## config.mk

```make
export PLATFORM = sky130hd
export DESIGN_NAME = cordic_sign_unit
export DESIGN_NICKNAME = d
export VERILOG_FILES = /design/src/rtl/cordic_sign_unit.sv
export SDC_FILE = /design/constraint.sdc
export NUM_CORES = 1
export LEC_CHECK = 0
export CORE_MARGIN = 2
export CORE_UTILIZATION = 40
export DETAILED_ROUTE_END_ITERATION = 10
export GPL_ROUTABILITY_DRIVEN = 1
export PLACE_DENSITY = 0.8
export SKIP_CTS_REPAIR_TIMING = 1
export SYNTH_ARGS = -nofsm -noshare
export SYNTH_HDL_FRONTEND = slang
export SYNTH_SLANG_ARGS = --single-unit
```

## constraint.sdc

```tcl
create_clock -name clk -period 7 [get_ports clk]
set_clock_uncertainty 0.05 [all_clocks]
set_input_delay 0.7 -clock clk [delete_from_list [all_inputs] [get_ports clk]]
set_output_delay 0.7 -clock clk [all_outputs]
set_load 0.1 [all_outputs]
```

## src/rtl/cordic_sign_unit.sv

```systemverilog
// cordic_sign_unit: registered per-channel sign, zero, saturated magnitude and sign-flip detection
// behind a single-register valid/ready stage.
module cordic_sign_unit #(
  parameter int NUM_WIDTH = 16,
  parameter int NUM_CH = 2
) (
  input  logic                        clk,
  input  logic                        rst,
  input  logic                        in_valid,
  output logic                        in_ready,
  input  logic [NUM_CH*NUM_WIDTH-1:0] in_data,
  input  logic                        mode,
  input  logic                        clear_hist,
  output logic                        out_valid,
  input  logic                        out_ready,
  output logic [NUM_CH-1:0]           sign_ans,
  output logic [NUM_CH-1:0]           zero,
  output logic [NUM_CH*NUM_WIDTH-1:0] mag,
  output logic [NUM_CH-1:0]           sat,
  output logic [NUM_CH-1:0]           flip
);
  localparam int W = NUM_WIDTH;
  localparam int T = NUM_CH * NUM_WIDTH;
  logic              out_valid_q, out_valid_d, accept;
  logic [NUM_CH-1:0] sign_q, sign_d, zero_q, zero_d, sat_q, sat_d, flip_q, flip_d;
  logic [NUM_CH-1:0] hv_q, hv_d, hs_q, hs_d, hv_live;
  logic [NUM_CH-1:0] c_sign, c_zero, c_sat, c_flip;
  logic [T-1:0]      mag_q, mag_d, c_mag;
  assign in_ready = rst | ~out_valid_q | out_ready;
  assign accept   = in_valid & in_ready & ~rst;
  assign hv_live  = clear_hist ? '0 : hv_q;
  genvar g;
  generate
    for (g = 0; g < NUM_CH; g++) begin : g_ch
      logic [W-1:0] w, tc_mag;
      logic         is_min;
      assign w      = in_data[g*W +: W];
      assign is_min = (w == {1'b1, {(W-1){1'b0}}});
      assign tc_mag = is_min ? {1'b0, {(W-1){1'b1}}} : (w[W-1] ? (~w + 1'b1) : w);
      assign c_mag[g*W +: W] = mode ? {1'b0, w[W-2:0]} : tc_mag;
      // Two's-complement zero implies MSB=0, so masking by zero also normalises -0.
      assign c_zero[g] = ~|c_mag[g*W +: W];
      assign c_sign[g] = w[W-1] & ~c_zero[g];
      assign c_sat[g]  = ~mode & is_min;
      assign c_flip[g] = ~c_zero[g] & hv_live[g] & (hs_q[g] != c_sign[g]);
    end
  endgenerate
  always_comb begin
    out_valid_d = accept | (out_valid_q & ~out_ready);
    sign_d      = accept ? c_sign : sign_q;
    zero_d      = accept ? c_zero : zero_q;
    mag_d       = accept ? c_mag : mag_q;
    sat_d       = accept ? c_sat : sat_q;
    flip_d      = accept ? c_flip : flip_q;
    hv_d        = accept ? (hv_live | ~c_zero) : hv_live;
    hs_d        = accept ? ((c_sign & ~c_zero) | (hs_q & c_zero)) : hs_q;
  end
  always_ff @(posedge clk) begin
    if (rst) begin
      out_valid_q <= 1'b0;
      sign_q      <= '0;
      zero_q      <= '0;
      mag_q       <= '0;
      sat_q       <= '0;
      flip_q      <= '0;
      hv_q        <= '0;
      hs_q        <= '0;
    end else begin
      out_valid_q <= out_valid_d;
      sign_q      <= sign_d;
      zero_q      <= zero_d;
      mag_q       <= mag_d;
      sat_q       <= sat_d;
      flip_q      <= flip_d;
      hv_q        <= hv_d;
      hs_q        <= hs_d;
    end
  end
  assign out_valid = out_valid_q;
  assign sign_ans  = sign_q;
  assign zero      = zero_q;
  assign mag       = mag_q;
  assign sat       = sat_q;
  assign flip      = flip_q;
endmodule

```

* Yosys cells after proc, flatten, opt, wreduce, memory -nomap -nowiden
Cells that the tools add are included.
** Operators by class
- Add/sub/neg operators :: 2
- Multiply operators :: 0
- Div/mod/pow operators :: 0
- Order comparisons :: 0
- Equal/unequal tests :: 4
- Shift operators :: 0
- Mux-type cells :: 8
- Bitwise logic cells :: 25
- Reduce and logical (&&, ||, !) cells :: 4
** Operators by type and width (count)
- two-way mux 16 bit :: 6
- adder 16 x 1 -> 16 bit, second input constant :: 2
- equality test 16 bit, second input constant :: 2
- NOT 16 bit :: 2
- OR reduction 16 bit :: 2
- bitwise AND 1 bit :: 11
- bitwise AND 2 bit :: 2
- two-way mux 2 bit :: 2
- NOT 1 bit :: 4
- bitwise OR 2 bit :: 2
- bitwise OR 1 bit :: 3
- zero test 1 bit :: 2
- inequality test 1 bit :: 2
- NOT 2 bit :: 1
** Storage, ports and cells
- Register bits after elaboration :: 45
- Bits in latches :: 0
- RAM bits :: 0
- Bits in read-only memories :: 0
- Bits of input ports :: 38
- Output and inout port bits :: 42
- Memories :: 0

* Longest topological paths before layout
- Depth after elaboration :: 10
- Depth in mapped cells :: 10
- Gate-level depth less buffers :: 9

* Least setup slack after synthesis
OpenSTA, ideal clock, no wires.
- Kind :: in2reg
- Start point :: input port in_data[19]
- End point :: register (tool-made name)
- Data arrival time :: 2.758 ns
- Required time :: 6.833 ns
- Setup slack :: 4.075 ns
- Stages on the path :: 8
- Buffers on the path :: 1
- Cell sequence :: or3_1 or3_1 buf_6 o31a_1 o21a_1 nand4b_1 or3_4 a32o_1
** RTL lines
- start, declared :: line 11 : input logic [NUM_CH*NUM_WIDTH-1:0] in_data,

* Worst setup path in the final report
- Start point :: input port rst
- End point :: output port in_ready
** Between the ends
- Cells in the longest elaborated chain, start to end :: 2
** RTL lines
- start, declared :: line 8 : input logic rst,
- bitwise OR 1 bit (2 in series) :: line 29 : assign in_ready = rst | ~out_valid_q | out_ready;
- end, declared :: line 10 : output logic in_ready,
Every way passes these cells.

==> results.md <==
- For the worst setup path, the data arrival time is 2.86 ns.
- The worst-path maximum fanout is 43.
- The congestion estimate from routability-driven global placement came to 0.970.
- The dominant register cell in the synthesized netlist is dfxtp_1.
- The clock network burns 25.7% of the power.
- The number of storage elements in the synthesis netlist is 45.
- Data on the critical path is required at its endpoint by 6.25 ns.
- The total negative slack for setup checks is 0 ns.
- The reg2reg setup slack is 5.50 ns.
- The library cell used most frequently in the layout, excluding fill and tap cells, is clkdlybuf4s50_1.
- The post-detailed-route via-to-cell ratio is 5.68.
- The number of failing setup endpoints in the final timing report is 0.
- The worst register-to-register path has a depth of 5.
- The switching component of the power is 310 uW.
- The cell area that synthesis handed to floorplanning was 0.00261 sq mm.
- In this run the horizontal extent of the chip is 84.8 microns.
- The die covers 0.00719 sq mm.
- The mean post-synth cell area is 7.59 sq um.
- The iteration-0 DRC count of the detailed router is 163.
- In the synthesized netlist, the number of instances is 344.
- After clock tree synthesis, the clock-pin slew on the worst setup and hold paths is 0.09 ns.
- The number of nets in the finished design is 448.
- Setup repair after global routing left no endpoint under its margin.
- The most critical setup path has its startpoint at rst.
- Yosys mapped the design onto 51 distinct sky130hd cell types.
- The ratio of final minimum period to clock period is 51.6%.
- Entering global routing, the biggest net connects 44 pins.
- For this run, design rule violations remaining after detail routing come to 0.
- The via count of the first global-routing pass is 2594.
- The max-slew violation count is 0.
- At the pin with the least slew margin, the transition time is 1.08 ns.
- The number of antenna violations at the first check in global routing is 0.
- For this run, the number of Yosys warnings is 0.
- The synthesized net count is 384.
- The count of nets left with antenna violations once routing finished came out at 0.
- The number of buffers created by CTS is 5.
- The leftover overflow at the end of global routing is 0.
- The flow ran to the end, and the final reports show no timing, DRC or antenna violations.
- The final critical path time including I/O delays and setup is 3.61 ns.
- The synthesis-to-layout area growth is 35.2%.
- The number of standard-cell rows in the floorplan is 29.
- The fraction of synthesis flops using an asynchronous set or reset pin is 0%.
- The number of hold violations in the final report is 0.
- In the post-synthesis netlist, the biggest area contributors are dfxtp_1, a21oi_1, xnor2_1, nand2_1, o21ai_0.
- In this run the power density over the cells is 219 mW/mm^2.
- The reported leakage power is 1.30 nW.
- The synthesized design contains 0 enable-type register cells.
- Across all layers, the routed design uses 2760 vias.
- The first global-routing pass estimated 11.9 mm of wire.
- The H-tree was split into 2 levels.
- For this run, the detailed router's first-pass iteration total came to 4.
- The type of destination of the critical path is an output port.
- The share of final-layout standard cells stronger than drive strength 1 is 4.65%.
- The worst pin sits at a relative slew slack of 28.1%.
- The I/O pin count is 80.
- The routed design has 7.15 mm of wire.
- In this run the standard cell core region covers 0.00631 sq mm.
- Per report_power, the sequential group accounts for 37.2% of the total.
- The wire-length estimate of the detail-placed layout is 5.29 mm.
- By startpoint and endpoint, the worst setup path is classified as primary input to output port.
- Across the run, the number of max-cap violations was 0.
- The root buffer cell is clkbuf_8.
- The effective utilization at floorplan is 41.3%.
- In this run the critical register-to-register path is launched from out_valid.
- For this run, the total global-route usage over all layers was measured as 20.0%.
- The area share of the largest cell type after synthesis is 34.5%.
- The critical path capture point is in_ready.
- After detailed routing, the average wire length per cell comes to 14.7 microns.
- The number of port buffers is 79.
- The die height is 84.8 microns.
- The library cells used most frequently in the layout, excluding fill and tap cells, are clkdlybuf4s50_1, dfxtp_1, nand2_1, a21oi_1, nor2_1.
- Clock latency on the worst-skew pair, taken at its later pin, is 0.30 ns.
- The type of the tightest min-delay check is register to register.
- Based on the critical path, the design can be clocked at up to 277 MHz.
- The antenna diode instance count is 0.
- Net switching is 40.0% of the power.
- The number of clock sinks seen by CTS is 45.
- Across the VDD grid, the largest voltage drop is 0.168 mV.
- Summed over all instances, the cell type with the most area after synthesis is dfxtp_1.
- The final design utilization is 55.9%.
- The internal power of the cells totals 464 uW.
- The TritonCTS clock tree is done.
- Counting along the longest clock path gives a buffer depth of 2.
- The kind of start point of the critical path is a primary input.
- For this run, the register share of the synthesized area comes to 34.5%.
- The combinational cell fraction of total power is 37.1%.
[critical path, cell delays in order]
cell             delay, ns
clkdlybuf4s50_1       0.52
clkinv_1              0.07
buf_4                 0.26
nand2b_1              0.14
clkdlybuf4s50_1       1.13
[Yosys cell counts (2+ instances only)]
| master | count |
|---|---|
| a2111oi_0 | 2 |
| o2111ai_1 | 2 |
| a311o_1 | 2 |
| a211oi_1 | 4 |
| clkbuf_1 | 21 |
| nor3b_1 | 2 |
| ha_1 | 2 |
| buf_1 | 2 |
| and2_1 | 3 |
| o21ai_0 | 25 |
| nor4_1 | 5 |
| a32o_1 | 2 |
| or4_1 | 2 |
| or3_1 | 9 |
| nand4_1 | 4 |
| nand2_1 | 34 |
| xor2_1 | 6 |
| a22o_1 | 2 |
| and3_1 | 4 |
| o31ai_1 | 3 |
| nand3_1 | 20 |
| nor3_1 | 17 |
| nor4b_1 | 2 |
| nor2_1 | 26 |
| nor2b_1 | 3 |
| nand2b_1 | 8 |
| a21oi_1 | 32 |
| o31a_1 | 3 |
| a31oi_1 | 3 |
| a32oi_1 | 3 |
| a31o_2 | 4 |
| inv_1 | 8 |
| xnor2_1 | 17 |
| dfxtp_1 | 45 |
[flip-flops by register name, indices dropped and copies added, names as in the netlist, named ones only]
signal and cells:
mag 32, sign_ans 2, zero 2, sat 2
out_valid 1, flip 2, hv_q 2
[worst min-delay path by stage]
stage | depth (start not counted) | start | to
4_1_cts | 2 | mag[7] | mag[7]
6_report | 2 | mag[7] | mag[7]
2_1_floorplan | 2 | hv_q[1] | hv_q[1]
5_1_grt | 2 | mag[6] | mag[6]
3_5_place_dp | 2 | hv_q[0] | hv_q[0]
3_3_place_gp | 2 | hv_q[0] | hv_q[0]
[per-layer routing]
layer  track usage (%)  wire length (microns)  part of all wire, %
met5                 0                      0                    0
met4              6.64                     94                  1.3
met3              4.72                    489                  6.8
met2              30.9                   3200                   45
met1              27.6                   3370                   47
[metrics by stage]
stage | hold slack, ns | instance area [sq um] | power [mW] | worst slack, ns | instances
detailed placement | 0.389 | 3420 | 0.580 | 3.14 | 478
CTS | 0.409 | 3530 | 0.777 | 3.39 | 486
global route | 0.442 | 3530 | 0.806 | 3.15 | 486
global placement | 0.382 | 3420 | 0.577 | 3.25 | 478
finish | 0.410 | 3530 | 0.775 | 3.39 | 486
floorplan | 0.367 | 2610 | 0.498 | 4.07 | 344
[power groups by stage]
stage	Sequential [mW]	Clock [mW]	Combinational, mW
after floorplan	0.427	0	0.0716
after global placement	0.293	0	0.284
after detailed placement	0.294	0	0.286
after CTS	0.288	0.202	0.287
after global routing	0.291	0.214	0.302
final	0.288	0.199	0.287
[cell families (layout without fill, tap and decap cells)]
family | Yosys count | after routing | share of synthesized area (%)
AO/OA/AOI/OAI | 95 | 95 | 23.1
AND/OR/NAND/NOR | 144 | 144 | 28.1
multiplexers | 1 | 1 | 0.384
XOR/XNOR | 23 | 23 | 7.72
flip-flops | 45 | 45 | 34.5
adder cells (fa/ha/maj) | 2 | 2 | 0.959
buffers and inverters | 34 | 99 | 5.23
[final cells by class]
class | instances | area [sq um]
clock inverter | 3 | 43.8
clock buffer | 5 | 68.8
inverter | 9 | 33.8
tap | 77 | 96.3
multi-input combinational | 265 | 1570
timing repair buffer | 82 | 813
fill | 606 | 2780
sequential | 45 | 901
Power figures use the tool's default switching activity.
